`src/rtl/fp32_to_int_if.sv`:
```
// Request/response bundle for the fp32_to_int converter.
// The master drives the operand and accepts the result; the slave (the
// converter) answers with the integer result and its invalid flag.
interface fp32_to_int_if;
  logic        in_valid;
  logic        in_ready;
  logic [31:0] in_fp32;
  logic        out_valid;
  logic        out_ready;
  logic [31:0] out_int;
  logic        out_invalid;

  modport master (
    output in_valid,
    output in_fp32,
    output out_ready,
    input  in_ready,
    input  out_valid,
    input  out_int,
    input  out_invalid
  );

  modport slave (
    input  in_valid,
    input  in_fp32,
    input  out_ready,
    output in_ready,
    output out_valid,
    output out_int,
    output out_invalid
  );
endinterface

```
`src/rtl/fp32_to_int.sv`:
```
// IEEE-754 single precision to 32-bit integer converter, truncating toward
// zero. The significand is moved into place one bit per clock, so latency is
// the distance between the exponent and 23, plus one cycle.
//
// Build option: FP32_TO_INT_SIGNED_EN selects a two's-complement signed result
// with saturation to 0x7FFFFFFF / 0x80000000. Without it the result is an
// unsigned integer and every negative operand with magnitude >= 1 is invalid.
module fp32_to_int (
  input  logic             clk,
  input  logic             rst_n,
  fp32_to_int_if.slave     bus
);

  typedef enum logic [1:0] {
    IDLE  = 2'd0,
    SHIFT = 2'd1,
    DONE  = 2'd2
  } state_e;

  state_e      state_q, state_d;
  logic [31:0] work_q, work_d;
  logic [7:0]  cnt_q, cnt_d;
  logic        left_q, left_d;
  logic        neg_q, neg_d;
  logic [31:0] out_int_q, out_int_d;
  logic        out_invalid_q, out_invalid_d;
  logic        out_valid_q, out_valid_d;
  logic        in_ready_q, in_ready_d;

  // Operand fields
  logic        sign_s;
  logic [7:0]  exp_s;
  logic [22:0] man_s;

  // Classification results for the operand currently on the bus
  logic        special_s;
  logic [31:0] spec_int_s;
  logic        spec_inv_s;
  logic [7:0]  shift_n_s;
  logic        shift_left_s;
  logic [31:0] shifted_s;

  assign sign_s = bus.in_fp32[31];
  assign exp_s  = bus.in_fp32[30:23];
  assign man_s  = bus.in_fp32[22:0];

  assign bus.in_ready    = in_ready_q;
  assign bus.out_valid   = out_valid_q;
  assign bus.out_int     = out_int_q;
  assign bus.out_invalid = out_invalid_q;

  // Negate a magnitude into two's complement form
  function automatic logic [31:0] negate32(input logic [31:0] val);
    negate32 = (~val) + 32'd1;
  endfunction

  // Classify the operand: special results bypass the shifter entirely
  always_comb begin
    special_s  = 1'b0;
    spec_int_s = 32'd0;
    spec_inv_s = 1'b0;
    if (exp_s < 8'd127) begin
      // zero, denormal or |x| < 1: truncates to zero for either sign
      special_s = 1'b1;
    end else if (exp_s == 8'd255) begin
      special_s  = 1'b1;
      spec_inv_s = 1'b1;
`ifdef FP32_TO_INT_SIGNED_EN
      spec_int_s = ((man_s != 23'd0) || !sign_s) ? 32'h7FFF_FFFF : 32'h8000_0000;
`else
      spec_int_s = ((man_s != 23'd0) || !sign_s) ? 32'hFFFF_FFFF : 32'h0000_0000;
`endif
`ifdef FP32_TO_INT_SIGNED_EN
    end else if ((exp_s >= 8'd158) && (bus.in_fp32 != 32'hCF00_0000)) begin
      // |x| >= 2^31 saturates; exactly -2^31 is representable and passes
      special_s  = 1'b1;
      spec_inv_s = 1'b1;
      spec_int_s = sign_s ? 32'h8000_0000 : 32'h7FFF_FFFF;
    end else begin
      special_s = 1'b0;
    end
`else
    end else if (sign_s) begin
      // negative with magnitude >= 1 cannot be represented unsigned
      special_s  = 1'b1;
      spec_inv_s = 1'b1;
      spec_int_s = 32'h0000_0000;
    end else if (exp_s >= 8'd159) begin
      special_s  = 1'b1;
      spec_inv_s = 1'b1;
      spec_int_s = 32'hFFFF_FFFF;
    end else begin
      special_s = 1'b0;
    end
`endif
  end

  // Shift distance and direction relative to the binary point at bit 23
  always_comb begin
    shift_n_s    = 8'd0;
    shift_left_s = 1'b0;
    if (exp_s < 8'd150) begin
      shift_n_s    = 8'd150 - exp_s;
      shift_left_s = 1'b0;
    end else begin
      shift_n_s    = exp_s - 8'd150;
      shift_left_s = 1'b1;
    end
  end

  // One-bit step of the work register in the stored direction
  always_comb begin
    if (left_q) begin
      shifted_s = {work_q[30:0], 1'b0};
    end else begin
      shifted_s = {1'b0, work_q[31:1]};
    end
  end

  // Next-state and datapath logic for the IDLE/SHIFT/DONE controller
  always_comb begin
    state_d       = state_q;
    work_d        = work_q;
    cnt_d         = cnt_q;
    left_d        = left_q;
    neg_d         = neg_q;
    out_int_d     = out_int_q;
    out_invalid_d = out_invalid_q;
    case (state_q)
      IDLE: begin
        if (bus.in_valid) begin
          if (special_s) begin
            out_int_d     = spec_int_s;
            out_invalid_d = spec_inv_s;
            state_d       = DONE;
          end else begin
            work_d = {8'd0, 1'b1, man_s};
            cnt_d  = shift_n_s;
            left_d = shift_left_s;
`ifdef FP32_TO_INT_SIGNED_EN
            neg_d  = sign_s;
`else
            neg_d  = 1'b0;
`endif
            out_invalid_d = 1'b0;
            if (shift_n_s == 8'd0) begin
              out_int_d = neg_d ? negate32(work_d) : work_d;
              state_d   = DONE;
            end else begin
              state_d = SHIFT;
            end
          end
        end else begin
          state_d = IDLE;
        end
      end
      SHIFT: begin
        work_d = shifted_s;
        cnt_d  = cnt_q - 8'd1;
        if (cnt_q == 8'd1) begin
          out_int_d = neg_q ? negate32(shifted_s) : shifted_s;
          state_d   = DONE;
        end else begin
          state_d = SHIFT;
        end
      end
      DONE: begin
        if (bus.out_ready) begin
          state_d = IDLE;
        end else begin
          state_d = DONE;
        end
      end
      default: begin
        state_d = IDLE;
      end
    endcase
    in_ready_d  = (state_d == IDLE);
    out_valid_d = (state_d == DONE);
  end

  // State and datapath registers with synchronous active-low reset
  always_ff @(posedge clk) begin
    if (!rst_n) begin
      state_q       <= IDLE;
      work_q        <= 32'd0;
      cnt_q         <= 8'd0;
      left_q        <= 1'b0;
      neg_q         <= 1'b0;
      out_int_q     <= 32'd0;
      out_invalid_q <= 1'b0;
      out_valid_q   <= 1'b0;
      in_ready_q    <= 1'b1;
    end else begin
      state_q       <= state_d;
      work_q        <= work_d;
      cnt_q         <= cnt_d;
      left_q        <= left_d;
      neg_q         <= neg_d;
      out_int_q     <= out_int_d;
      out_invalid_q <= out_invalid_d;
      out_valid_q   <= out_valid_d;
      in_ready_q    <= in_ready_d;
    end
  end

endmodule
```
`src/flat_wrapper.sv`:
```
// flat-port wrapper written by rule: the top's interface ports become plain ports
module fp32_to_int_flat 
  (clk, rst_n, bus_in_valid, bus_in_fp32, bus_out_ready, bus_in_ready, bus_out_valid, bus_out_int, bus_out_invalid);
  fp32_to_int_if bus_i ();
  input  logic clk;
  input  logic rst_n;
  input wire logic [$bits(bus_i.in_valid)-1:0] bus_in_valid;
  input wire logic [$bits(bus_i.in_fp32)-1:0] bus_in_fp32;
  input wire logic [$bits(bus_i.out_ready)-1:0] bus_out_ready;
  output wire logic [$bits(bus_i.in_ready)-1:0] bus_in_ready;
  output wire logic [$bits(bus_i.out_valid)-1:0] bus_out_valid;
  output wire logic [$bits(bus_i.out_int)-1:0] bus_out_int;
  output wire logic [$bits(bus_i.out_invalid)-1:0] bus_out_invalid;
  assign bus_i.in_valid = bus_in_valid;
  assign bus_i.in_fp32 = bus_in_fp32;
  assign bus_i.out_ready = bus_out_ready;
  assign bus_in_ready = bus_i.in_ready;
  assign bus_out_valid = bus_i.out_valid;
  assign bus_out_int = bus_i.out_int;
  assign bus_out_invalid = bus_i.out_invalid;
  fp32_to_int u_core (.clk(clk), .rst_n(rst_n), .bus(bus_i));
endmodule
```
`config.mk`:
```
export PLATFORM = sky130hd
export DESIGN_NAME = fp32_to_int_flat
export DESIGN_NICKNAME = d
export VERILOG_FILES = /design/src/rtl/fp32_to_int_if.sv /design/src/rtl/fp32_to_int.sv /design/src/flat_wrapper.sv
export SDC_FILE = /design/constraint.sdc
export NUM_CORES = 1
export LEC_CHECK = 0
export ABC_AREA = 0
export ABC_CLOCK_PERIOD_IN_PS = 7300
export CAP_MARGIN = 20
export CORE_MARGIN = 2
export CORE_UTILIZATION = 59
export CTS_BUF_LIST = sky130_fd_sc_hd__clkbuf_2
export DETAILED_ROUTE_END_ITERATION = 6
export PLACE_DENSITY = 0.88
export RECOVER_POWER = 50
export SLEW_MARGIN = 40
export SYNTH_ARGS = -nofsm -noshare
export SYNTH_HDL_FRONTEND = slang
export SYNTH_SLANG_ARGS = --single-unit
```
`constraint.sdc`:
```
create_clock -name clk -period 7.3 [get_ports clk]
set_clock_uncertainty 0.05 [all_clocks]
set_input_delay 0.73 -clock clk [delete_from_list [all_inputs] [get_ports clk]]
set_output_delay 0.73 -clock clk [all_outputs]
set_load 0.01 [all_outputs]
```
Word-level counts from Yosys, hierarchy flattened
Cells that the tools add are included.
Storage, ports and cells
  register bits after elaboration: 78
  logic and storage cells: 66
  input port bits: 36
  output and inout bits: 35
Cells by class
  bitwise logic cells: 1
  multiplexer cells: 31
  add/subtract/negate cells: 3
  $lt $le $gt $ge: 3
  equality and inequality tests: 9
  reductions and logical operators: 11
Operator list (number)
  $mux 32: 12
  $pmux 32 s2: 2
  $mux 8: 3
  $reduce_bool 23->1: 1
  $pmux 8 s2: 1
  $mux 2: 5
  $eq 8x1->1 const B: 1
  $eq 8x8->1 const B: 1
  $ge 8x8->1 const B: 1
  $logic_not 8->1: 1
  $lt 8x7->1 const B: 1
  $lt 8x8->1 const B: 1
  $sub 8x1->8 const B: 1
  $sub 8x8->8 const A: 1
  $sub 8x8->8 const B: 1
  $mux 1: 7
  $pmux 2 s3: 1
  $reduce_and 3->1: 2
  $eq 2x2->1 const B: 2
  $logic_not 2->1: 2
  $ne 2x2->1 const B: 2
  $reduce_and 4->1: 1
  $ne 3x1->1 const B: 1
  $eq 2x1->1 const B: 1
  6 further kinds: 6

Depth between registers and ports, before layout
Gate-level depths: netlist of the first run.
  word-level depth: 9
  mapped depth: 10
  gate-level depth less buffers: 8

Worst setup path after synthesis of the first run
Ideal clock, no wire load.
  path kind: input-to-reg
  from: in bus_in_fp32[27]
  to: reg u_core.out_int_q[1] (netlist: u_core.bus.out_int[1])
  data required time: 7131 ps
  buffers on the path: 3
  stages on the path: 10
  library setup time: 119 ps
  slack: 4324 ps
  data arrival time: 2807 ps
  cells stage by stage: buf_2 > and2_2 > a21oi_1 > mux2i_1 > o2111ai_1 > o31a_1 > or3_1 > buf_2 > buf_6 > o221a_1
On the way
  word-level cells in the longest chain between the ends: 8
  elaborated cells on any way between the ends: 21
  classes of those cells: add/sub: 2; order compare: 3; eq/ne: 2; mux: 12; reduce/logical: 2
Ends and longest elaborated chain
  start, declared: line flat_wrapper.sv:8  | input wire logic [$bits(bus_i.in_fp32)-1:0] bus_in_fp32;
  $ge 8x8->1: line fp32_to_int.sv:88  | end else if (exp_s >= 8'd159) begin
  $mux 32 / $mux 1 (equally long branches): line fp32_to_int.sv:88
  $mux 32 / $mux 1 (equally long branches): line fp32_to_int.sv:83  | end else if (sign_s) begin
  $mux 32 / $mux 1 (equally long branches): line fp32_to_int.sv:65  | end else if (exp_s == 8'd255) begin
  $mux 32 / $mux 1 (equally long branches): line fp32_to_int.sv:62  | if (exp_s < 8'd127) begin
  $mux 32: line fp32_to_int.sv:132  | if (special_s) begin
  $mux 32: line fp32_to_int.sv:131  | if (bus.in_valid) begin
  $pmux 32 s2: line fp32_to_int.sv:129  | case (state_q)
  end signal, assigned: line fp32_to_int.sv:200  | out_int_q <= out_int_d;
  end, declared: line fp32_to_int.sv:25  | logic [31:0] out_int_q, out_int_d;
Parallel ways exist; a longest one is shown, timed or not. The select of a mux whose other input is x is not followed.
A chain may end at the register's enable or synchronous reset.

Final worst setup path of the first run
  from: in rst_n
  to: reg u_core.left_q
RTL lines
  start, declared: line flat_wrapper.sv:6  | input logic rst_n;
  end signal, assigned: line fp32_to_int.sv:198  | left_q <= left_d;
  end, declared: line fp32_to_int.sv:23  | logic left_q, left_d;
No word-level cell between the ends.

==> run metrics, run 1 <==
Fin. Hold Viols 0; reg-to-reg slack, setup 4730 ps; worst reg2reg endpoint u_core.bus.out_int[25]; pwr dens between 150 and 200 mW/mm^2; Gate Count Post-Synth ~510; Die Ht 88.0 um; largest net degree at the start of global routing ~60; vias per cell around 6.2; CTS resizes 0; fin nets slightly below 600; cell family with most CP delay buffers and inverters; max-cap violations 1; first-pass GRT wire length ~18000 um; gr ovfl total 0; Leak about 1.9 nW; worst path required time between 7000 and 8000 ps; Slowest Stage Delay on Critical Path about 1300 ps; Netlist cell types between 50 and 60; Clock Latency Late Sink around 530 ps; Critical-path top delay cell clkbuf_1; num rows 30; Worst path most repeated cell clkbuf_1; H-tree depth 3; drt drc 0; slew of the pin with the lowest slew margin around 1700 ps; TNS Setup 0 ps; yosys warns 0; most common cell after layout, fill and taps aside dfxtp_1; Inserted Clock Buffers 9; met2 GRT Util roughly 47%; number of synthesized register bits 78; commonest non-fill, non-tap cells in the layout 78 x dfxtp_1, 71 x a21oi_1, 59 x nor2_1, 59 x nand2_1, 38 x dlygate4sd3_1; total track usage 29.1%; highest clock rate about 0.24 GHz; worst rel slew slack -15.1%; Setup crit end u_core.left_q; area grow syn2layout 18.9%; critical path launch point type input pin; wire per inst roughly 17 um; Ports 71; CTS clock-pin slew for the worst setup and hold paths 220 ps; HPWL Detailed around 7500 um; busiest grt layer met2; Crit Path Class in2reg; core area around 0.0068 mm^2; total power 0.867 mW; drt total wl around 11000 um; RSZ-0062 raised after global routing false; FF-to-FF Start u_core.cnt_q[4]; top-area cell type share of the netlist area a little under two fifths; full die area approximately 0.0078 mm^2; initial drt markers roughly 420; WP depth 5; syn_area_per_cell between 8 and 9 um^2; top cells by area, synth dfxtp_1 37%, a21oi_1 8.5%, o221a_1 8.1%; die width between 80 and 90 um; Seq/Total Area, Yosys 37.5%; worst-path cell chain dlygate4sd3_1, clkbuf_1, clkinv_1, clkbuf_1, a311oi_1; clock root cell clkbuf_2; initial antenna violation count 0; Final Max Slew Viols 39; first-pass iteration count of the detailed router 5; CTS tree built; CTS Sinks 78; share of cells above drive strength 1 between 10% and 20%; fin crit share 57.0%; Peak VDD IR between 100 and 150 uV; Critical Path Source rst_n; Hold WC Path Type reg2reg; GR Util met1 ~40%; Post-synth ARST share 0%; WP buf/inv 4; Final setup viols 0; ANT cells 0; R2R depth 6; met3 Use GR between 5 and 6%; ANT nets after route 0; vias in the first global route ~3.7k; synthesized cell area ~0.0042 mm^2; crit end category flip-flop; EDFF count, synth 0; predominant post-synthesis flop cell dfxtp_1; Hold Buf Count CTS 0; crit-path max FO 38; via count 4044; post-CTS setup buffers 0; violated checks capacitance limit, slew limit; Initial Util approximately three fifths; GP Congestion approximately 0.85; # port buffers 70; Longest Clk Path Bufs 2; Critical Path AT 4540 ps; Net Count, Synth 548; status complete, but fails checks; Synth area leader dfxtp_1; min Tclk post-route roughly 4200 ps
[flip-flops by register name, summed over array words and instances (netlist names)]
signal                  flops
u_core.state_q              2
u_core.bus.in_ready         1
u_core.cnt_q                8
u_core.left_q               1
u_core.bus.out_invalid      1
u_core.work_q              32
u_core.bus.out_int         32
u_core.bus.out_valid        1
[metal layers]
| metal | vias to the layer above | part of all wire [%] |
|---|---|---|
| met2 | 164 | 47 |
| li1 | 1952 | - |
| met3 | 20 | 6.3 |
| met5 | - | 0 |
| met1 | 1908 | 45 |
| met4 | 0 | 1.3 |
[cell families after synthesis]
logic type	Yosys count	share of synthesized area, %
AOI/OAI and AO/OA	177	28.9
DFF	78	37.5
muxes	32	8.38
xor gates and xnor gates	2	0.420
adders and majority gates	5	1.50
and+or+nand+nor	163	17.8
buffers and inverters	50	5.53
[report_power, final]
group	switching, mW	internal [mW]
logic	0.0863	0.0775
clock network	0.161	0.0798
registers	0.0146	0.448
[through the flow]
| stage | instances | setup slack (ps) | utilization, % | cell area [um^2] | hold slack, ps |
|---|---|---|---|---|---|
| 5_1_grt | 652 | 2940 | 72.5 | 4960 | 468 |
| 3_3_place_gp | 636 | 3200 | 70.8 | 4840 | 403 |
| 3_5_place_dp | 636 | 3240 | 70.9 | 4840 | 422 |
| 2_1_floorplan | 507 | 4320 | - | 4170 | 400 |
| 6_report | 652 | 3140 | 72.5 | 4960 | 453 |
| 4_1_cts | 652 | 3820 | 72.6 | 4960 | 452 |
[synthesized netlist by cell type, types with 2 or more instances]
master and n:
mux2i_1 9, nor2b_1 2, mux2_2 23, nor2_1 60, buf_4 3, a311oi_1 2, o21a_1 2, and3_1 2
nand3_1 5, a22oi_1 3, o2111ai_1 3, nand4_1 2, nand2_1 59, nor3_1 7, nor4_1 7, o221a_1 30
a31oi_1 2, inv_1 5, clkbuf_1 31, a31o_2 2, buf_2 7, o21ai_0 37, a211oi_1 4, ha_1 5
nor3b_1 5, buf_6 3, a21oi_1 71, nand2b_1 3, dfxtp_1 78, a21o_1 2, xnor2_1 2, o221ai_1 2
o31ai_1 3
[final cells by class]
class | count | area [um^2]
Clock buffer | 9 | 45.0
Clock inverter | 7 | 72.6
Fill cell | 559 | 1880
Inverter | 6 | 22.5
Multi-Input combinational cell | 379 | 2390
Sequential cell | 78 | 1560
Tap cell | 96 | 120
Timing Repair Buffer | 77 | 746
[worst min-delay path by stage]
stage                                        end  cells past startpoint              startpoint
after global routing             u_core.cnt_q[7]                      2         u_core.cnt_q[7]
final                            u_core.cnt_q[7]                      2         u_core.cnt_q[7]
after global placement    u_core.bus.out_int[23]                      2  u_core.bus.out_int[23]
after floorplan                  u_core.cnt_q[7]                      2         u_core.cnt_q[7]
after detailed placement         u_core.cnt_q[7]                      2         u_core.cnt_q[7]
after CTS                        u_core.cnt_q[7]                      2         u_core.cnt_q[7]
[worst reg2reg max path, cell delays in order, from the launching register on]
cell and delay [ps]:
dfxtp_1 410, nor4_1 380, nand3_1 200, nor2_1 200, nor2_1 90, or3_2 810
o221a_2 360
No activity file was read; power rests on OpenSTA's default activity.
==> run 2, diff against run 1 <==
--- a/config.mk
+++ b/config.mk
@@ -6,13 +6,13 @@
 export NUM_CORES = 1
 export LEC_CHECK = 0
 export ABC_AREA = 0
-export ABC_CLOCK_PERIOD_IN_PS = 7300
+export ABC_CLOCK_PERIOD_IN_PS = 4200
 export CAP_MARGIN = 20
 export CORE_MARGIN = 2
-export CORE_UTILIZATION = 59
+export CORE_UTILIZATION = 55
 export CTS_BUF_LIST = sky130_fd_sc_hd__clkbuf_2
 export DETAILED_ROUTE_END_ITERATION = 6
-export PLACE_DENSITY = 0.88
+export PLACE_DENSITY = 0.82
 export RECOVER_POWER = 50
 export SLEW_MARGIN = 40
 export SYNTH_ARGS = -nofsm -noshare
==> constraint.sdc (replaced) <==
create_clock -name clk -period 4.2 [get_ports clk]
set_clock_uncertainty 0.05 [all_clocks]
set_input_delay 0.42 -clock clk [delete_from_list [all_inputs] [get_ports clk]]
set_output_delay 0.42 -clock clk [all_outputs]
set_load 0.01 [all_outputs]
==> run 2 against run 1 <==
- count of clock-buffer cells in the layout up 1
- the run now ends clean
- die area grew 6.9%
- final area up 0.63%
- wire length shrank 2.1%
- critical path depth increased by 5
- cell count grew 0.77%
- register-to-register slack got worse by 2800 ps
- worst hold slack worse by 3.5 ps
- largest power group unchanged
==> run metrics, run 2 (synthesized netlist as in run 1, its figures left out) <==
CTS tree built (unchanged); Crit Path Class in2reg (unchanged); CTS clock-pin slew for the worst setup and hold paths 210 ps (was 220 ps); max-cap violations 0 (was 1); CTS resizes 0 (unchanged); commonest non-fill, non-tap cells in the layout 77 x dfxtp_1, 71 x a21oi_1, 59 x nor2_1, 59 x nand2_1, 37 x o21ai_0 (was 78 x dfxtp_1, 71 x a21oi_1, 59 x nor2_1, 59 x nand2_1, 38 x dlygate4sd3_1); crit end category flip-flop (unchanged); Final WS setup 1230 ps (was 3140 ps); largest net degree at the start of global routing 61 (unchanged); via count 4023 (was 4044); Die Ht 91.0 um (was 88.0 um); status finished clean (was complete, but fails checks); worst path required time 4570 ps (was 7680 ps); HPWL Detailed 7330 um (was 7450 um); most common cell after layout, fill and taps aside dfxtp_1 (unchanged); ANT cells 0 (unchanged); wire per inst 16.5 um (was 17.0 um); ANT nets after route 0 (unchanged); post-layout util 68.4% (was 72.5%); fin nets 594 (was 592); initial drt markers 270 (was 422); min Tclk post-route 2970 ps; post-CTS setup buffers 0 (unchanged); Initial Util 57.1% (was 61.0%); vias in the first global route 3832 (was 3698); post-placement worst setup slack 735 ps (was 3240 ps); H-tree depth 3 (unchanged); total power 1.51 mW (was 0.867 mW); fin area 0.00499 mm^2 (was 0.00496 mm^2); core area 0.00729 mm^2 (was 0.00683 mm^2); Hold Buf Count CTS 0 (unchanged); Hold WC Path Type reg2reg (unchanged); pwr dens 303 mW/mm^2 (was 175 mW/mm^2); Final Max Slew Viols 0 (was 39); crit-path max FO 31 (was 38); vias per cell 6.12 (was 6.20); die width 91.0 um (was 88.0 um); CTS Sinks 78 (unchanged); first-pass iteration count of the detailed router 5 (unchanged); Ports 71 (unchanged); drt drc 0 (unchanged); total track usage 25.8% (was 29.1%); initial antenna violation count 0 (unchanged); share of cells above drive strength 1 11.8% (was 11.0%); RSZ-0062 raised after global routing false (unchanged); full die area 0.00829 mm^2 (was 0.00775 mm^2); first-pass GRT wire length 17700 um (was 17900 um); slew of the pin with the lowest slew margin 702 ps (was 1730 ps); Leak 1.91 nW (was 1.90 nW); Placed Area 0.00486 mm^2 (was 0.00484 mm^2); num rows 31 (was 30); drt total wl 10800 um (was 11100 um); TNS Setup 0 ps (unchanged); critical path launch point type input pin (unchanged); GP Congestion 0.969 (was 0.845); gr ovfl total 0 (unchanged); clock root cell clkbuf_2 (unchanged); worst rel slew slack 53.0% (was -15.1%); highest clock rate roughly 0.34 GHz; fin crit share 70.7%; Clock Latency Late Sink 510 ps (was 530 ps); # port buffers 70 (unchanged); Final setup viols 0 (unchanged); area grow syn2layout 19.7% (was 18.9%); Inserted Clock Buffers 9 (unchanged); Critical Path AT 3340 ps (was 4540 ps); Longest Clk Path Bufs 2 (unchanged); Peak VDD IR 174 uV (was 122 uV); Fin. Hold Viols 0 (unchanged)
==> run 2: layout make-up <==
class                      count  area (um^2)
clock inverter                 6         71.3
inverter                       6         22.5
sequential                    78         1560
multi-input combinational    379         2390
timing repair buffer          79          768
fill                         617         2300
clock buffer                  10         50.0
tap                           99          124
==> run 2: worst paths after layout <==
path,slack (ps),start,cells past startpoint,to
setup / recovery,1230,bus_in_fp32[23],10,u_core.bus.out_int[25]
hold / removal,450,u_core.bus.out_int[23],2,u_core.bus.out_int[23]
hold reg to reg,450,u_core.bus.out_int[23],2,u_core.bus.out_int[23]
setup reg to reg,1890,u_core.cnt_q[4],7,u_core.bus.out_int[25]
==> run 2: per-layer routing <==
metal,up-vias,track usage (%),wire [um]
met1,1883,33.7,4680
met5,-,0,0
met4,0,13.6,284
met3,25,3.57,709
met2,163,41.5,5150
li1,1952,-,-
==> run 2: critical path: stages <==
cell and delay [ps]:
dlygate4sd3_1 640, ha_1 300, a21oi_1 220, a21oi_1 90
a32oi_1 290, nand4_2 150, o31a_1 330, or3_1 340
buf_4 250, o221a_2 280
==> run 2: through the flow <==
stage	hold WS [ps]	std cells
3_3_place_gp	409	641
2_1_floorplan	400	507
5_1_grt	467	657
3_5_place_dp	427	641
6_report	449	657
4_1_cts	454	657
==> run 2: where the power goes <==
| part | switching (mW) | internal [mW] | total (mW) |
|---|---|---|---|
| registers | 0.0247 | 0.779 | 0.804 |
| logic | 0.148 | 0.138 | 0.285 |
| clock network | 0.280 | 0.144 | 0.424 |
